File: src/rtl/seg7_scan_driver_pkg.sv
// Shared segment encodings for the multiplexed common-anode display path.
// SEG bit order is {g,f,e,d,c,b,a}; every pattern is active-low.
package seg7_scan_driver_pkg;

  localparam logic [6:0] SEG_0    = 7'h40;
  localparam logic [6:0] SEG_1    = 7'h79;
  localparam logic [6:0] SEG_2    = 7'h24;
  localparam logic [6:0] SEG_3    = 7'h30;
  localparam logic [6:0] SEG_4    = 7'h19;
  localparam logic [6:0] SEG_5    = 7'h12;
  localparam logic [6:0] SEG_6    = 7'h02;
  localparam logic [6:0] SEG_7    = 7'h78;
  localparam logic [6:0] SEG_8    = 7'h00;
  localparam logic [6:0] SEG_9    = 7'h10;
  localparam logic [6:0] SEG_DASH = 7'h3F;
  localparam logic [6:0] SEG_OFF  = 7'h7F;

  typedef struct packed {
    logic [6:0] seg;
    logic       dp;
  } seg_drv_t;

  localparam seg_drv_t DRV_OFF = '{seg: SEG_OFF, dp: 1'b1};

endpackage

File: src/rtl/seg7_scan_driver_bcd_to_seg7.sv
// Pure combinational BCD to active-low 7-segment decoder; codes 10..15 show a dash.
module bcd_to_seg7
  import seg7_scan_driver_pkg::*;
(
  input  logic [3:0] bcd_i,
  output logic [6:0] seg_o
);

  always_comb begin
    case (bcd_i)
      4'd0:    seg_o = SEG_0;
      4'd1:    seg_o = SEG_1;
      4'd2:    seg_o = SEG_2;
      4'd3:    seg_o = SEG_3;
      4'd4:    seg_o = SEG_4;
      4'd5:    seg_o = SEG_5;
      4'd6:    seg_o = SEG_6;
      4'd7:    seg_o = SEG_7;
      4'd8:    seg_o = SEG_8;
      4'd9:    seg_o = SEG_9;
      default: seg_o = SEG_DASH;
    endcase
  end

endmodule

File: src/rtl/seg7_scan_driver.sv
// Time-multiplexed scan driver for a common-anode 7-segment display with
// ghost blanking, leading-zero blanking and a per-frame input snapshot.
module seg7_scan_driver
  import seg7_scan_driver_pkg::*;
#(
  parameter int DIGITS    = 4,
  parameter int SCAN_DIV  = 50000,
  parameter int BLANK_CYC = 500
) (
  input  logic                  CLK,
  input  logic                  RESET,
  input  logic [4*DIGITS-1:0]   BCD,
  input  logic [DIGITS-1:0]     DP_MASK,
  input  logic                  LZB,
  input  logic                  EN,
  output logic [6:0]            SEG,
  output logic                  DP,
  output logic [DIGITS-1:0]     DIG
);

  localparam int PW = $clog2(SCAN_DIV);
  localparam int IW = (DIGITS > 1) ? $clog2(DIGITS) : 1;

  localparam logic [PW-1:0] PCNT_MAX   = PW'(SCAN_DIV - 1);
  localparam logic [PW-1:0] BLANK_INIT = PW'(BLANK_CYC);
  localparam logic [IW-1:0] IDX_MAX    = IW'(DIGITS - 1);

  logic [PW-1:0]         pcnt_q, pcnt_d;
  logic [PW-1:0]         blank_q, blank_d;
  logic [IW-1:0]         idx_q, idx_d;
  logic [4*DIGITS-1:0]   snap_q, snap_d;
  logic [DIGITS-1:0]     dig_q, dig_d;
  seg_drv_t              drv_q, drv_d;

  logic                  tick;
  logic [3:0]            cur_digit;
  logic [6:0]            cur_seg;
  logic [DIGITS-1:0]     zero_above;
  logic                  lz_run;
  logic                  lzb_dark;
  logic                  dark;

  assign tick = (pcnt_q == PCNT_MAX);

  always_comb begin
    pcnt_d  = tick ? '0 : pcnt_q + PW'(1);
    idx_d   = idx_q;
    snap_d  = snap_q;
    blank_d = blank_q;
    if (tick) begin
      idx_d   = (idx_q == IDX_MAX) ? '0 : idx_q + IW'(1);
      blank_d = BLANK_INIT;
      // Snapshot at frame end so a whole frame always shows one value.
      if (idx_q == IDX_MAX) snap_d = BCD;
    end else if (blank_q != '0) begin
      blank_d = blank_q - PW'(1);
    end
  end

  // zero_above[k]: snapshot digits k..DIGITS-1 are all zero.
  always_comb begin
    zero_above = '0;
    lz_run     = 1'b1;
    for (int k = DIGITS - 1; k >= 0; k--) begin
      lz_run        = lz_run && (snap_q[4*k +: 4] == 4'd0);
      zero_above[k] = lz_run;
    end
  end

  assign lzb_dark  = LZB && (idx_q != '0) && zero_above[idx_q];
  assign cur_digit = snap_q[{idx_q, 2'b00} +: 4];
  assign dark      = (blank_q != '0) || !EN || lzb_dark;

  bcd_to_seg7 u_dec (
    .bcd_i (cur_digit),
    .seg_o (cur_seg)
  );

  always_comb begin
    dig_d = '1;
    drv_d = DRV_OFF;
    if (!dark) begin
      dig_d[idx_q] = 1'b0;
      drv_d        = '{seg: cur_seg, dp: ~DP_MASK[idx_q]};
    end
  end

  always_ff @(posedge CLK or negedge RESET) begin
    if (!RESET) begin
      pcnt_q  <= '0;
      idx_q   <= '0;
      blank_q <= '0;
      snap_q  <= '0;
      dig_q   <= '1;
      drv_q   <= DRV_OFF;
    end else begin
      pcnt_q  <= pcnt_d;
      idx_q   <= idx_d;
      blank_q <= blank_d;
      snap_q  <= snap_d;
      dig_q   <= dig_d;
      drv_q   <= drv_d;
    end
  end

  assign SEG = drv_q.seg;
  assign DP  = drv_q.dp;
  assign DIG = dig_q;

endmodule

File: config.mk
export PLATFORM = sky130hd
export DESIGN_NAME = seg7_scan_driver
export DESIGN_NICKNAME = d
export VERILOG_FILES = /design/src/rtl/seg7_scan_driver_pkg.sv /design/src/rtl/seg7_scan_driver_bcd_to_seg7.sv /design/src/rtl/seg7_scan_driver.sv
export SDC_FILE = /design/constraint.sdc
export NUM_CORES = 1
export LEC_CHECK = 0
export CELL_PAD_IN_SITES_DETAIL_PLACEMENT = 1
export CELL_PAD_IN_SITES_GLOBAL_PLACEMENT = 1
export CORE_ASPECT_RATIO = 1.2
export CORE_MARGIN = 2
export CORE_UTILIZATION = 30
export CTS_CLUSTER_DIAMETER = 80
export DETAILED_ROUTE_END_ITERATION = 10
export PLACE_DENSITY = 0.59
export SYNTH_ARGS = -nofsm -noshare
export SYNTH_HDL_FRONTEND = slang
export SYNTH_SLANG_ARGS = --single-unit
File: constraint.sdc
create_clock -name CLK -period 2.8 [get_ports CLK]
set_input_delay 0.42 -clock CLK [delete_from_list [all_inputs] [get_ports CLK]]
set_output_delay 0.42 -clock CLK [all_outputs]
set_load 0.01 [all_outputs]
## After elaboration in Yosys (flattened, before gate mapping)

Memory sizes are Yosys's and may differ from the RTL's.
Index checks and enable logic that the tools add are counted.

| word-level totals | value |
|---|---|
| memories kept | 1 |
| bits in read-only memories | 112 |
| latch bits | 0 |
| output and inout port bits | 12 |
| bits in writable memories | 0 |
| bits in registers | 62 |
| logic and storage cells | 47 |

Memory list:

| name | words | bits a word | read ports | clocked after memory_dff | write ports | RTL line | text |
|---|---|---|---|---|---|---|---|
| (no name shown) | 16 | 7 | 1 | 0 | 0 | seg7_scan_driver_bcd_to_seg7.sv:10 | `case (bcd_i)` |

| cells by class | value |
|---|---|
| add/sub/neg operators | 3 |
| bitwise logic cells | 2 |
| multiplexer cells | 12 |
| reduce and logical (&&, ||, !) cells | 17 |
| div/mod/pow operators | 0 |
| magnitude comparators | 2 |
| shifts and indexed selects | 1 |
| eq/ne operators | 2 |
| multipliers | 0 |

Operator list:

| operator | count |
|---|---|
| 16-bit two-way mux | 3 |
| 16-bit by 1-bit adder with 16-bit output, second input constant | 1 |
| 16-bit == test, second input constant | 1 |
| 4-bit zero test | 4 |
| 16-bit nonzero test | 1 |
| 16-bit by 5-bit indexed part select with 4-bit output | 1 |
| 16-bit by 1-bit subtractor with 16-bit output, second input constant | 1 |
| 8-bit two-way mux | 1 |
| 1-bit logical AND | 6 |
| 1-bit binary-select mux with 2-bit select | 2 |
| 4-bit two-way mux | 1 |
| 4-bit inverter | 1 |
| 2-bit nonzero test | 2 |
| 2-bit by 3-bit less-than comparator with 1-bit output, second input constant | 1 |
| 1-bit two-way mux | 3 |
| 2-bit by 1-bit adder with 2-bit output, second input constant | 1 |
| 1-bit demux with 2-bit select | 1 |
| 2-bit == test, second input constant | 1 |
| 2-bit by 1-bit greater-or-equal comparator with 1-bit output, second input constant | 1 |
| 1-bit logical OR | 2 |
| 2-bit two-way mux | 1 |
| 2-bit AND reduction | 1 |
| 1-bit zero test | 1 |
| 1-bit inverter | 1 |

## Longest topological paths before layout

| logic depth | value |
|---|---|
| depth after elaboration | 9 |
| gate-level depth with buffers | 8 |

## Hierarchy

Synthesis repeated with hierarchy kept, for this count alone.

| unflattened totals | value |
|---|---|
| cell total of the unflattened synthesis | 290 |
| area, all modules | 3190.6 um^2 |

By module, submodules not included:

| module | instances | area an instance (um^2) | cells each |
|---|---|---|---|
| seg7_scan_driver | 1 | 2985.4 | 257 |
| bcd_to_seg7 | 1 | 205.2 | 33 |

## Least setup slack after synthesis

Ideal clock, no wire load.

| timing | value |
|---|---|
| path type | reg-to-reg |
| from | register idx_q[0] |
| to | register drv_q, in the netlist SEG[2] |
| arrival time | 1985 ps |
| setup slack | 747 ps |
| buffers on the path | 1 |
| cell stages (with the launch flop) | 8 |
| cell sequence | dfrtp_1 -> clkbuf_1 -> mux4_2 -> inv_1 -> ha_1 -> inv_1 -> or3_1 -> nand4_1 |

RTL lines:

| item | RTL line | text |
|---|---|---|
| start, declared | seg7_scan_driver.sv:30 | `logic [IW-1:0] idx_q, idx_d;` |
| start signal, assigned | seg7_scan_driver.sv:98 | `idx_q <= idx_d;` |
| end signal, assigned | seg7_scan_driver.sv:102 | `drv_q <= drv_d;` |
| end, declared | seg7_scan_driver.sv:33 | `seg_drv_t drv_q, drv_d;` |

==> metrics <==
Critical Path Max Stage Delay=0.56 ns; crit path kind=reg -> reg; peak supply drop=0.247 mV; Clock Tree Root=clkbuf_16; Setup crit end kind=flop; area delta synth->final=25.6%; Synth top area share=40.1%; Simple-Gate Fraction of Synth Area=between 10% and 20%; CP startpoint kind=flop; CP arrival=2.50 ns; most frequent cells in the layout=dfrtp_1 (50), clkdlybuf4s50_1 (34), nor2_1 (14); critical path's slowest cell=or4_4; Die Y=116 um; hold_ws=between 0.2 and 0.3 ns; core area=0.0101 mm2; CTS resizes=0; share of cells above drive strength 1=18.0%; hold crit path type=in -> async; main combinational cell family by area after synthesis=simple AND/OR/NAND/NOR gates; initial core utilization=31.0%; Post-Syn Nets=309; antenna cells=0; DRC errors left=0; first-pass GRT wire length=roughly 12000 um; CTS Hold Bufs=0; share of flip-flops with an asynchronous set or reset=100%; Slew Limit Headroom=47.5%; clock sink count=62; CTS tree=yes; Post-Synth XOR/XNOR Area=under 10%; worst-skew pair later-pin latency=~0.33 ns; dominant cell type by area after synthesis=dfrtp_1; clock skew=around 0.0045 ns; post-DP HPWL=between 4000 and 5000 um; EDFF count, synth=0; Slew Limit Fails=0; P_leak=about 0.0017 uW; GRT overflow=0; Synth Warn #=0; count of final setup violators=0; crit-path max FO=12; CP startpoint=blank_q[12]$_DFFE_PN0P_; mux cell area share after synthesis=between 10% and 20%; fin crit period=2.28 ns; vias in the first global route=2428; Cells after Synth=273; fin nets=347; Cell Pwr Density=approximately 570 mW/mm2; final WL=a little over 7000 um; Via density=5.12; full die area=around 0.011 mm2; DRT iter0 DRCs=50; top_reg_cell synth=dfrtp_1; H-tree Lvls=3; Worst Path Required=3.03 ns; Synth Register Bits=62; I/O Buffers=35; Synth Area in Adders=under 10%; fmax=439 MHz; Antenna Nets Post-Route=0; Detailed Routing Iterations Pass 1=4; DR vias=2262; setup TNS=0 ns; initial antenna violation count=0; most common library cell in the layout ignoring fill and taps=dfrtp_1; CP Cell Sequence=or4_4 > nor4b_2 > and3_1 > o211ai_1; Seq/Total Area, Yosys=approximately half; chip width=97.1 um; routability congestion estimate=0.733; Reg clk slew, reported paths=0.06 ns; Synth area leaders=dfrtp_1 (40%), dfstp_2 (10%), ha_1 (4.8%); Post-CTS Setup Bufs=0; largest net degree at the start of global routing=63; Num CTS Buffers=9; Worst R2R Start=blank_q[12]$_DFFE_PN0P_; Synth Cell Area=0.00312 mm2; gr usage total=between 10% and 20%; worst slew pin tran=between 0.7 and 0.8 ns; status=finished, final reports clean; row cnt=40; Max Cap Viol=0; Compound-Gate Fraction of Synth Area=about a tenth; Ports=36; syn avg cell area=11.4 um2; library cells used by synthesis=52; Final Cycle Share=approximately four fifths; final-report hold violation count=0; RSZ-0062 raised after global routing=false; clk buf depth=2; Routed wire per std cell=about 16 um
worst max-delay path, delay by kind of cell (launching register included):
kind | cells | cell delay, ns
simple gates | 3 | 1.61
flops | 1 | 0.40
compound gates | 1 | 0.16
cells in the mapped netlist, types with 6 or more instances:
library cell and instances:
a21oi_1 12, ha_1 12, nor2_1 14, dfrtp_1 50, mux2_2 12, or3_1 6, o21ai_0 7, dfstp_2 12
nand3_1 7, o31ai_1 8, nor4_1 6, nand4_1 12, nand2_1 13, and2_1 6, inv_1 9, xnor2_1 7
clkbuf_1 7
stage by stage:
step	total power, uW	setup WS (ns)	util, %	std cells	area, um2
after floorplan	989	0.747	-	273	3120
after global placement	1070	0.575	35.8	426	3600
after detailed placement	1070	0.540	35.8	426	3600
after CTS	2300	0.520	39.0	442	3920
after global routing	2350	0.356	39.0	442	3920
final	2250	0.522	39.0	442	3920
cells by family after synthesis:
logic type / after synthesis
flip-flops: 62
buffers and inverters: 21
multiplexers: 25
adder cells (fa/ha/maj): 12
AND/OR/NAND/NOR: 95
AO/OA/AOI/OAI: 46
XOR/XNOR: 12
final timing paths:
check / to / slack [ns] / cells after the start
worst max-delay path: SEG[6]$_DFF_PN1_ / 0.52 / 4
worst min-delay path: pcnt_q[13]$_DFF_PN0_ / 0.25 / 2
worst max register to register: SEG[6]$_DFF_PN1_ / 0.52 / 4
worst min register to register: pcnt_q[0]$_DFF_PN0_ / 0.45 / 1
max in group asynchronous: snap_q[10]$_DFFE_PN0P_ / 2.03 / 2
min in group CLK: pcnt_q[0]$_DFF_PN0_ / 0.45 / 1
where the power goes:
group / switching [uW] / total (uW) / internal [uW]
Sequential: 12.6 / 936 / 923
Combinational: 50.5 / 115 / 64.3
Clock: 420 / 1200 / 781
Total: 483 / 2250 / 1770
per-layer routing:
metal | global-route usage [%] | up-vias | wire [um]
met5 | 0 | - | 0
met1 | 17.5 | 1130 | 3390
met2 | 23.0 | 31 | 3460
li1 | - | 1094 | -
met3 | 3.20 | 7 | 155
met4 | 6.48 | 0 | 95
layout make-up:
cell class,count,area [um2]
multi-input combinational,190,1460
clock buffer,9,225
inverter,9,33.8
fill,1084,6140
sequential,62,1570
timing repair buffer,39,375
tap,126,158
clock inverter,7,97.6
sequential cells by signal, indices dropped and copies added, names as in the netlist:
| signal | cells |
|---|---|
| DIG | 4 |
| DP | 1 |
| SEG | 7 |
| blank_q | 16 |
| idx_q | 2 |
| pcnt_q | 16 |
| snap_q | 16 |
Note: power is estimated with default switching activity, not from simulation.
